### config.mk
export PLATFORM = sky130hd
export DESIGN_NAME = ifetch_queue
export DESIGN_NICKNAME = d
export VERILOG_FILES = /design/src/rtl/ifetch_queue_pkg.sv /design/src/rtl/ifq_fifo.sv /design/src/rtl/ifetch_queue.sv
export SDC_FILE = /design/constraint.sdc
export NUM_CORES = 1
export LEC_CHECK = 0
export ABC_CLOCK_PERIOD_IN_PS = 4700
export BUFFER_PORTS_ARGS = -buffer_cell sky130_fd_sc_hd__buf_4
export CAP_MARGIN = 5
export CELL_PAD_IN_SITES_DETAIL_PLACEMENT = 1
export CELL_PAD_IN_SITES_GLOBAL_PLACEMENT = 1
export CORE_MARGIN = 5
export CORE_UTILIZATION = 48
export DETAILED_ROUTE_END_ITERATION = 8
export PLACE_DENSITY = 0.81
export SLEW_MARGIN = 20
export SYNTH_ARGS = -nofsm -noshare
export SYNTH_HDL_FRONTEND = slang
export SYNTH_SLANG_ARGS = --single-unit
### constraint.sdc
create_clock -name clk -period 4.7 [get_ports clk]
set_clock_uncertainty 0.15 [all_clocks]
set_input_delay 0.47 -clock clk [delete_from_list [all_inputs] [get_ports clk]]
set_output_delay 0.47 -clock clk [all_outputs]
set_load 0.05 [all_outputs]
### src/rtl/ifetch_queue_pkg.sv
// Shared pipeline definitions for the instruction fetch front end.
//   WORD_W        : instruction / address word width
//   PC_INC        : sequential fetch increment (one 32-bit word)
//   fetch_state_t : fetch FSM state encoding
package ifetch_queue_pkg;

   localparam int WORD_W = 32;
   localparam logic [WORD_W-1:0] PC_INC = 32'd4;

   typedef enum logic [1:0] {
      ST_IDLE = 2'd0,
      ST_WAIT = 2'd1,
      ST_DROP = 2'd2
   } fetch_state_t;

endpackage

### src/rtl/ifq_fifo.sv
// Circular instruction queue storage.
//   clk, reset : clock, synchronous active-high reset
//   push       : write push_data at the tail
//   pop        : retire the head entry
//   flush      : empty the queue next cycle (dominates push/pop)
//   count      : number of occupied entries, 0..DEPTH
//   head_data  : entry at the head (undefined when count == 0)
module ifq_fifo #(
   parameter int DEPTH = 4,
   parameter int WIDTH = 64,
   localparam int PTR_W = $clog2(DEPTH)
) (
   input  logic             clk,
   input  logic             reset,
   input  logic             push,
   input  logic             pop,
   input  logic             flush,
   input  logic [WIDTH-1:0] push_data,
   output logic [PTR_W:0]   count,
   output logic [WIDTH-1:0] head_data
);

   logic [WIDTH-1:0] mem [DEPTH];
   logic [PTR_W-1:0] wr_ptr;
   logic [PTR_W-1:0] rd_ptr;

   // DEPTH is a power of two, so plain pointer increment wraps modulo DEPTH.
   always_ff @(posedge clk) begin
      if (reset || flush) begin
         wr_ptr <= '0;
         rd_ptr <= '0;
         count  <= '0;
      end else begin
         if (push) wr_ptr <= wr_ptr + PTR_W'(1);
         if (pop)  rd_ptr <= rd_ptr + PTR_W'(1);
         case ({push, pop})
            2'b10:   count <= count + (PTR_W+1)'(1);
            2'b01:   count <= count - (PTR_W+1)'(1);
            default: count <= count;
         endcase
      end
   end

   always_ff @(posedge clk) begin
      if (push && !flush && !reset) mem[wr_ptr] <= push_data;
   end

   assign head_data = mem[rd_ptr];

endmodule

### src/rtl/ifetch_queue.sv
// Instruction fetch unit: single-outstanding-request fetch FSM feeding a
// small instruction queue towards decode.
//   clk, reset        : clock, synchronous active-high reset
//   redirect          : taken branch; flush queue and refetch at redirect_pc
//   redirect_pc       : new fetch address
//   stall             : decode cannot take the head this cycle
//   imem_req/addr     : instruction memory request and its word address
//   imem_ack/rdata    : memory response
//   valid             : queue head presented to decode
//   instruction       : head instruction word (0 when !valid)
//   next_pc           : head address + 4 (0 when !valid)
//
// state   | meaning
// --------+---------------------------------------------------------------
// IDLE    | no request outstanding; issue when the queue has room
// WAIT    | request outstanding, response will be queued
// DROP    | request outstanding but redirected; response is thrown away
module ifetch_queue
   import ifetch_queue_pkg::*;
#(
   parameter int          DEPTH    = 4,
   parameter logic [31:0] RESET_PC = 32'h0000_0000
) (
   input  logic              clk,
   input  logic              reset,
   input  logic              redirect,
   input  logic [WORD_W-1:0] redirect_pc,
   input  logic              stall,
   output logic              imem_req,
   output logic [WORD_W-1:0] imem_addr,
   input  logic              imem_ack,
   input  logic [WORD_W-1:0] imem_rdata,
   output logic              valid,
   output logic [WORD_W-1:0] instruction,
   output logic [WORD_W-1:0] next_pc
);

   localparam int CNT_W = $clog2(DEPTH) + 1;
   localparam logic [CNT_W-1:0] FULL_CNT = CNT_W'(DEPTH);

   fetch_state_t      state, state_nxt;
   logic [WORD_W-1:0] fetch_pc, fetch_pc_nxt;
   logic [WORD_W-1:0] req_addr, req_addr_nxt;
   logic [WORD_W-1:0] req_plus4;
   logic              push;
   logic              pop;
   logic [CNT_W-1:0]  count;
   logic [2*WORD_W-1:0] head_data;

   assign req_plus4 = req_addr + PC_INC;

   always_ff @(posedge clk) begin
      if (reset) begin
         state    <= ST_IDLE;
         fetch_pc <= RESET_PC;
         req_addr <= RESET_PC;
      end else begin
         state    <= state_nxt;
         fetch_pc <= fetch_pc_nxt;
         req_addr <= req_addr_nxt;
      end
   end

   always_comb begin
      state_nxt    = state;
      fetch_pc_nxt = fetch_pc;
      req_addr_nxt = req_addr;
      push         = 1'b0;
      case (state)
         ST_IDLE: begin
            if (redirect) begin
               fetch_pc_nxt = redirect_pc;
            end else if (count < FULL_CNT) begin
               state_nxt    = ST_WAIT;
               req_addr_nxt = fetch_pc;
            end
         end
         ST_WAIT: begin
            if (imem_ack) begin
               state_nxt = ST_IDLE;
               if (redirect) begin
                  fetch_pc_nxt = redirect_pc;
               end else begin
                  push         = 1'b1;
                  fetch_pc_nxt = req_plus4;
               end
            end else if (redirect) begin
               fetch_pc_nxt = redirect_pc;
               state_nxt    = ST_DROP;
            end
         end
         ST_DROP: begin
            if (redirect) fetch_pc_nxt = redirect_pc;
            if (imem_ack) state_nxt = ST_IDLE;
         end
         default: state_nxt = ST_IDLE;
      endcase
   end

   assign imem_req  = (state == ST_WAIT) || (state == ST_DROP);
   assign imem_addr = req_addr;

   // A redirect wipes the queue, so the head is not consumed that cycle.
   assign pop = valid && !stall && !redirect;

   ifq_fifo #(
      .DEPTH (DEPTH),
      .WIDTH (2*WORD_W)
   ) u_fifo (
      .clk       (clk),
      .reset     (reset),
      .push      (push),
      .pop       (pop),
      .flush     (redirect),
      .push_data ({imem_rdata, req_plus4}),
      .count     (count),
      .head_data (head_data)
   );

   assign valid       = (count != '0);
   assign instruction = valid ? head_data[2*WORD_W-1:WORD_W] : '0;
   assign next_pc     = valid ? head_data[WORD_W-1:0]        : '0;

endmodule

==> metrics.cfg, run 1 <==
[timing]
fmax_mhz=315
finalSetupViolCount=0
final-max-slew-violation-count=0
rsz0062_at_grt=false
layout_setup_ws_ns=1.53
slew_headroom_pct=30.5
whs_ns=0.0192
tightest_slew_ns=1.04
hold_viol=0
timing.final.crit_share_pct=67.5
fin_crit_ns=3.17
finalSetupTns_ns=0

[synth]
syn_area_per_cell_um2=15.4
syn_area_mm2=0.0135
yosysWarnings=0
yosysUniqueCellTypes=55
ys_ff_latch=331
netlist_instances=874
synth_flop_cell=edfxtp_1
synthArstFlopShare_pct=0
yosysSeqAreaShare_pct=68.1
post-synth-top-area-cell=edfxtp_1
synth_top_area_share_pct=57.0
synth_nets=954
synth_edf_count=256
yosys-top-cells-area=edfxtp_1 57%, dfxtp_1 11%, mux4_2 11%

[finish]
mostFrequentLayoutCells=256 x edfxtp_1, 175 x buf_4, 79 x nand2_1
fill_cells=2675
syn_to_final_growth_pct=22.6
nets=1140
drive_above_1_share_pct=29.3
layout_commonest_cell=edfxtp_1
fin_util_pct=59.5
antenna_cells=0

[pwr]
swShare_pct=22.3
power_density_mw_per_mm2=395
switchingPower_uw=1460
p_comb_share_pct=7.2
p_leak_uw=0.00572
vdd_drop_max_mv=0.211
p_int_uw=5070
seqPwrFrac_pct=49.8
p_clk_share_pct=43.0

[setup_path]
cpMostUsedCell=buf_4
required_ns=4.08
cp_slowest_stage_delay_ns=0.79
cp_cell_sequence=buf_4 > mux4_2 > and2_1 > buf_4
rr_startpoint=state[1]
cpMaxStageDelayCell=dfxtp_2
end_kind=primary output
worstReg2RegEnd=u_fifo.mem[2][50]
startpoint_type=flip-flop
worstRegToRegCells=6
cp.arrival_ns=2.55
crit_type=reg -> out
path_max_fanout=26
r2r_slack_ns=1.92

[place]
gp_congestion=0.782
portBuffers=166
pre_cts_ws_ns=1.56
dp_hpwl_um=23300

[floorplanning]
io_pins=167
rows=61
dieArea_mm2=0.0316
die_y_um=178
initial_utilization_pct=48.6
core_area_mm2=0.0278
die_w_um=178

[hold_path]
holdPathEnd=u_fifo.mem[3][62]
hold_path_depth=1
hold_class=in -> reg
hp-start=imem_rdata[30]

[grt]
grt_pass1_wl_um=53800
antenna_found_initial=1
grt_use_total_pct=22.5
grt_pass1_vias=8868
grt_overflow_total=0
grt_max_degree=66

[cts]
insertion_delay_ns=0.52
cts_root_buffer=clkbuf_16
cts_buffers=35
cts.reportedPaths.clkPinSlew_ns=0.06
tritoncts=built
cts_max_level=2
postCtsSetupRepairBufs=0
cts_sinks=331
clock_path_buffers=3

[routing]
drtIter0Drc=601
num_vias=8365
drtPass1Iterations=4
drt-total-wl_um=35300
drc_errors=0
detail_route.wl_per_cell_um=24.1
ant_nets=0
viasPerCell=5.71

[flow_run]
maxCapViolations=0

[status]
outcome=complete, no violations

-- power by group through the flow --
stage          sequential (uW)  clock (uW)  combinational [uW]
6_report                  3250        2810                 471
5_1_grt                   3260        3020                 502
4_1_cts                   3250        2860                 471
3_5_place_dp              3310           0                 456
3_3_place_gp              3310           0                 442
2_1_floorplan             3340           0                 236
-- Yosys cell counts, types with 6 or more instances --
master      n
edfxtp_1  256
nand2_1    79
dfxtp_1    75
and2_1     70
mux4_2     64
a21oi_1    55
clkbuf_1   33
nor2_1     23
inv_1      15
o21ai_0    15
xor2_1     13
buf_2      12
nand3_1    11
o31a_1     11
xnor2_1    11
ha_1       10
a22oi_1     9
nor3_1      9
nand4_1     7
o22ai_1     7
nand2b_1    6
o221ai_1    6
or2_1       6
-- worst max path at each step --
stage	slack (ns)	start	endpoint
2_1_floorplan	1.22	redirect	u_fifo.mem[0][0]
5_1_grt	1.42	flip-flop	next_pc[12]
3_3_place_gp	1.75	redirect	u_fifo.mem[2][50]
3_5_place_dp	1.56	redirect	u_fifo.mem[2][50]
4_1_cts	1.50	flip-flop	next_pc[12]
6_report	1.53	flip-flop	next_pc[0]
-- cell type report --
type	instances	area [um2]	area share, %
inverters	16	60.1	0.363
clock inverters	23	240	1.45
multi-input cells	476	4030	24.4
flip-flops and latches	331	9190	55.6
repair buffers	200	1600	9.70
well taps	378	473	2.86
clock buffers	41	940	5.68
-- layer usage --
layer | GRT usage [%] | share of wire, % | vias up
met2 | 37.2 | 49 | 302
met3 | 4.26 | 6.1 | 66
li1 | - | - | 3735
met5 | 0 | 0.023 | -
met1 | 30.5 | 42 | 4260
met4 | 6.61 | 2.7 | 2
-- sequential cells by signal (all words and copies together) (netlist names), named ones only --
name,cells
state,2
u_fifo.mem,256
imem_addr,32
u_fifo.wr_ptr,2
u_fifo.rd_ptr,2
fetch_pc,32
u_fifo.count,3
-- logic make-up after synthesis --
logic type	after synthesis	synth area share (%)
AO/OA/AOI/OAI	135	6.67
multiplexers	66	10.8
buffers and inverters	67	2.09
adder cells (fa/ha/maj)	11	1.08
AND/OR/NAND/NOR	240	9.69
flip-flops	331	68.1
XOR/XNOR	24	1.56
-- through the flow --
stage	area (um2)	total power, uW	std cells
2_1_floorplan	13500	3580	874
3_3_place_gp	15100	3750	1380
3_5_place_dp	15100	3770	1380
4_1_cts	16500	6590	1463
5_1_grt	16500	6780	1465
6_report	16500	6540	1465
-- worst max-delay path, delay by kind of cell, from the launching register on --
family        cells  cell delay (ns)
simple gates      1             0.20
buf+inv           2             0.66
mux               1             0.37
flops             1             0.79
-- repair_timing --
item	4_1_cts	5_1_grt
resized for setup	0	0
hold endpoints to repair	70	6
hold buffers	19	2
Note: power is estimated with default switching activity, not from simulation.
==> run 2: changes to the inputs <==
--- a/config.mk
+++ b/config.mk
@@ -5,7 +5,7 @@
 export SDC_FILE = /design/constraint.sdc
 export NUM_CORES = 1
 export LEC_CHECK = 0
-export ABC_CLOCK_PERIOD_IN_PS = 4700
+export ABC_CLOCK_PERIOD_IN_PS = 3000
 export BUFFER_PORTS_ARGS = -buffer_cell sky130_fd_sc_hd__buf_4
 export CAP_MARGIN = 5
 export CELL_PAD_IN_SITES_DETAIL_PLACEMENT = 1
==> constraint.sdc (replaced) <==
create_clock -name clk -period 3 [get_ports clk]
set_clock_uncertainty 0.15 [all_clocks]
set_input_delay 0.3 -clock clk [delete_from_list [all_inputs] [get_ports clk]]
set_output_delay 0.3 -clock clk [all_outputs]
set_load 0.05 [all_outputs]
==> metrics.cfg, run 2 (same netlist as run 1, synthesis figures left out) <==
[setup_path]
critical_path_buf_inv_count=2  ; unchanged
cp_slowest_stage_delay_ns=0.68  ; -0.11 ns
path_max_fanout=22  ; -15%
cp_cell_sequence=buf_12 > mux4_2 > and2_1 > buf_4
end_kind=primary output
cpMaxStageDelayCell=dfxtp_4
required_ns=2.55  ; -1.53 ns
rr_startpoint=state[1]
cp_top_family=flip-flops
r2r_slack_ns=0.38  ; -1.54 ns
worstReg2RegEnd=fetch_pc[9]
startpoint_type=flip-flop
worstRegToRegCells=7  ; +1
crit_type=reg -> out
cp.arrival_ns=2.37  ; -0.18 ns

[floorplanning]
dieArea_mm2=0.0316  ; unchanged
initial_utilization_pct=48.6  ; unchanged
io_pins=167  ; unchanged
die_y_um=178  ; unchanged
die_w_um=178  ; unchanged
rows=61  ; unchanged
core_area_mm2=0.0278  ; unchanged

[finish]
antenna_cells=0  ; unchanged
mostFrequentLayoutCells=256 x edfxtp_1, 176 x buf_4, 79 x nand2_1
nets=1184  ; +3.9%
fill_cells=2629  ; -1.7%
largest-register=u_fifo.mem
drive_above_1_share_pct=29.0  ; -0.35 points
layout_commonest_cell=edfxtp_1
final_cell_area_mm2=0.0170  ; +3.0%
seq_area_mm2=0.00920  ; about the same
multi_input_area_mm2=0.00403  ; +0.12%
fin_util_pct=61.3  ; +1.8 points
largest_reg_flops=256  ; unchanged
syn_to_final_growth_pct=26.2

[status]
outcome=complete, no violations

[cts]
clock_path_buffers=3  ; unchanged
insertion_delay_ns=0.52  ; about the same
cts_sinks=331  ; unchanged
cts_root_buffer=clkbuf_16
tritoncts=built
cts_buffers=35  ; unchanged
cts_max_level=2  ; unchanged
cts.reportedPaths.clkPinSlew_ns=0.06  ; about the same
postCtsSetupRepairBufs=0  ; unchanged

[pwr]
swShare_pct=22.8  ; +0.41 points
vdd_drop_max_mv=0.409  ; +94%
power_density_mw_per_mm2=595  ; +51%
p_leak_uw=0.00591  ; +3.5%
seqPwrFrac_pct=50.3  ; +0.5 points
p_clk_share_pct=41.8  ; -1.2 points
p_int_uw=7830  ; +54%
switchingPower_uw=2310  ; +58%
p_comb_share_pct=7.9  ; +0.7 points

[place]
gp_congestion=0.806  ; +3.1%
dp_hpwl_um=24000  ; +2.8%
portBuffers=166  ; unchanged
dpl_cell_area_mm2=0.0154  ; +1.4%
pre_cts_ws_ns=0.476  ; -1.08 ns

[timing]
final-max-slew-violation-count=0  ; unchanged
fmax_mhz=354
fin_crit_ns=2.82
hold_viol=0  ; unchanged
finalSetupViolCount=0  ; unchanged
rsz0062_at_grt=false
tightest_slew_ns=1.01  ; -0.0281 ns
layout_setup_ws_ns=0.176  ; -1.35 ns
timing.final.crit_share_pct=94.1
finalSetupTns_ns=0  ; unchanged
slew_headroom_pct=32.4  ; +1.9 points

[routing]
drt-total-wl_um=36600  ; +3.7%
viasPerCell=5.65  ; -0.98%
drtIter0Drc=628  ; +4.5%
ant_nets=0  ; unchanged
drc_errors=0  ; unchanged
drtPass1Iterations=7  ; +3
detail_route.wl_per_cell_um=24.3  ; +0.71%
num_vias=8532  ; +2.0%

[flow_run]
maxCapViolations=0  ; unchanged

[grt]
antenna_found_initial=1  ; unchanged
grt_overflow_total=0  ; unchanged
grt_use_total_pct=23.0  ; +0.60 points
grt_pass1_wl_um=55300  ; +2.7%
grt_pass1_vias=9105  ; +2.7%
grt_max_degree=66  ; unchanged

[hold_path]
hold_path_depth=3  ; +2
holdPathEnd=fetch_pc[12]
hp-start=redirect_pc[12]
hold_class=in -> reg

-- run 2: changes by cell type in the layout (fill, tap and decap cells not counted), moves of 2 or more --
cell	change
and2_2	-4
and2_4	+4
buf_12	+10
dlygate4sd3_1	+33
bufinv_16	-2
clkbuf_1	+2
-- run 2: timing repair --
action | CTS | global route
setup endpoints to repair | 0 | 0
endpoints found under the hold margin | 150 | 0
hold buffers | 54 | 0
gates resized for setup | 0 | 0
-- run 2: power by group through the flow --
stage / clock (uW) / combinational (uW) / sequential [uW]
final: 4240 / 803 / 5090
after global routing: 4540 / 851 / 5100
after CTS: 4290 / 804 / 5090
after detailed placement: 0 / 738 / 5190
after global placement: 0 / 719 / 5180
after floorplan: 0 / 371 / 5230
-- run 2: worst max path at each step --
stage / endpoint / cells past startpoint / slack (ns) / startpoint
2_1_floorplan: u_fifo.mem[0][0] / 6 / 0.39 / redirect
4_1_cts: next_pc[0] / 4 / 0.12 / flip-flop
3_5_place_dp: fetch_pc[8] / 7 / 0.48 / state[0]
6_report: instruction[25] / 4 / 0.18 / flip-flop
3_3_place_gp: fetch_pc[8] / 7 / 0.56 / state[0]
5_1_grt: instruction[25] / 4 / 0.06 / flip-flop
-- run 2: cell type report --
| cell class | instances | area share, % |
|---|---|---|
| Timing Repair Buffer | 244 | 12.6 |
| Inverter | 16 | 0.353 |
| Tap cell | 378 | 2.78 |
| Clock inverter | 21 | 1.07 |
| Clock buffer | 43 | 5.56 |
| Sequential cell | 331 | 54.0 |
| Multi-Input combinational cell | 476 | 23.7 |
-- run 2: metrics by stage --
| step | power (uW) | cells | hold WS (ns) |
|---|---|---|---|
| 5_1_grt | 10500 | 1509 | 0.0148 |
| 3_3_place_gp | 5900 | 1391 | 0.292 |
| 3_5_place_dp | 5930 | 1391 | 0.298 |
| 4_1_cts | 10200 | 1509 | 0.0238 |
| 6_report | 10100 | 1509 | 0.0411 |
| 2_1_floorplan | 5600 | 874 | 0.249 |
-- run 2: per-layer routing --
layer | up-vias | GRT usage, % | share of wire [%]
li1 | 3826 | - | -
met1 | 4379 | 31.5 | 43
met2 | 271 | 38.7 | 50
met3 | 54 | 4.28 | 5.9
met4 | 2 | 5.35 | 1.8
met5 | - | 0 | 0.036
-- run 2: worst min-delay path, delay by kind of cell --
family / cells / cell delay [ns]
compound gates: 2 / 0.29
buf+inv: 1 / 0.08
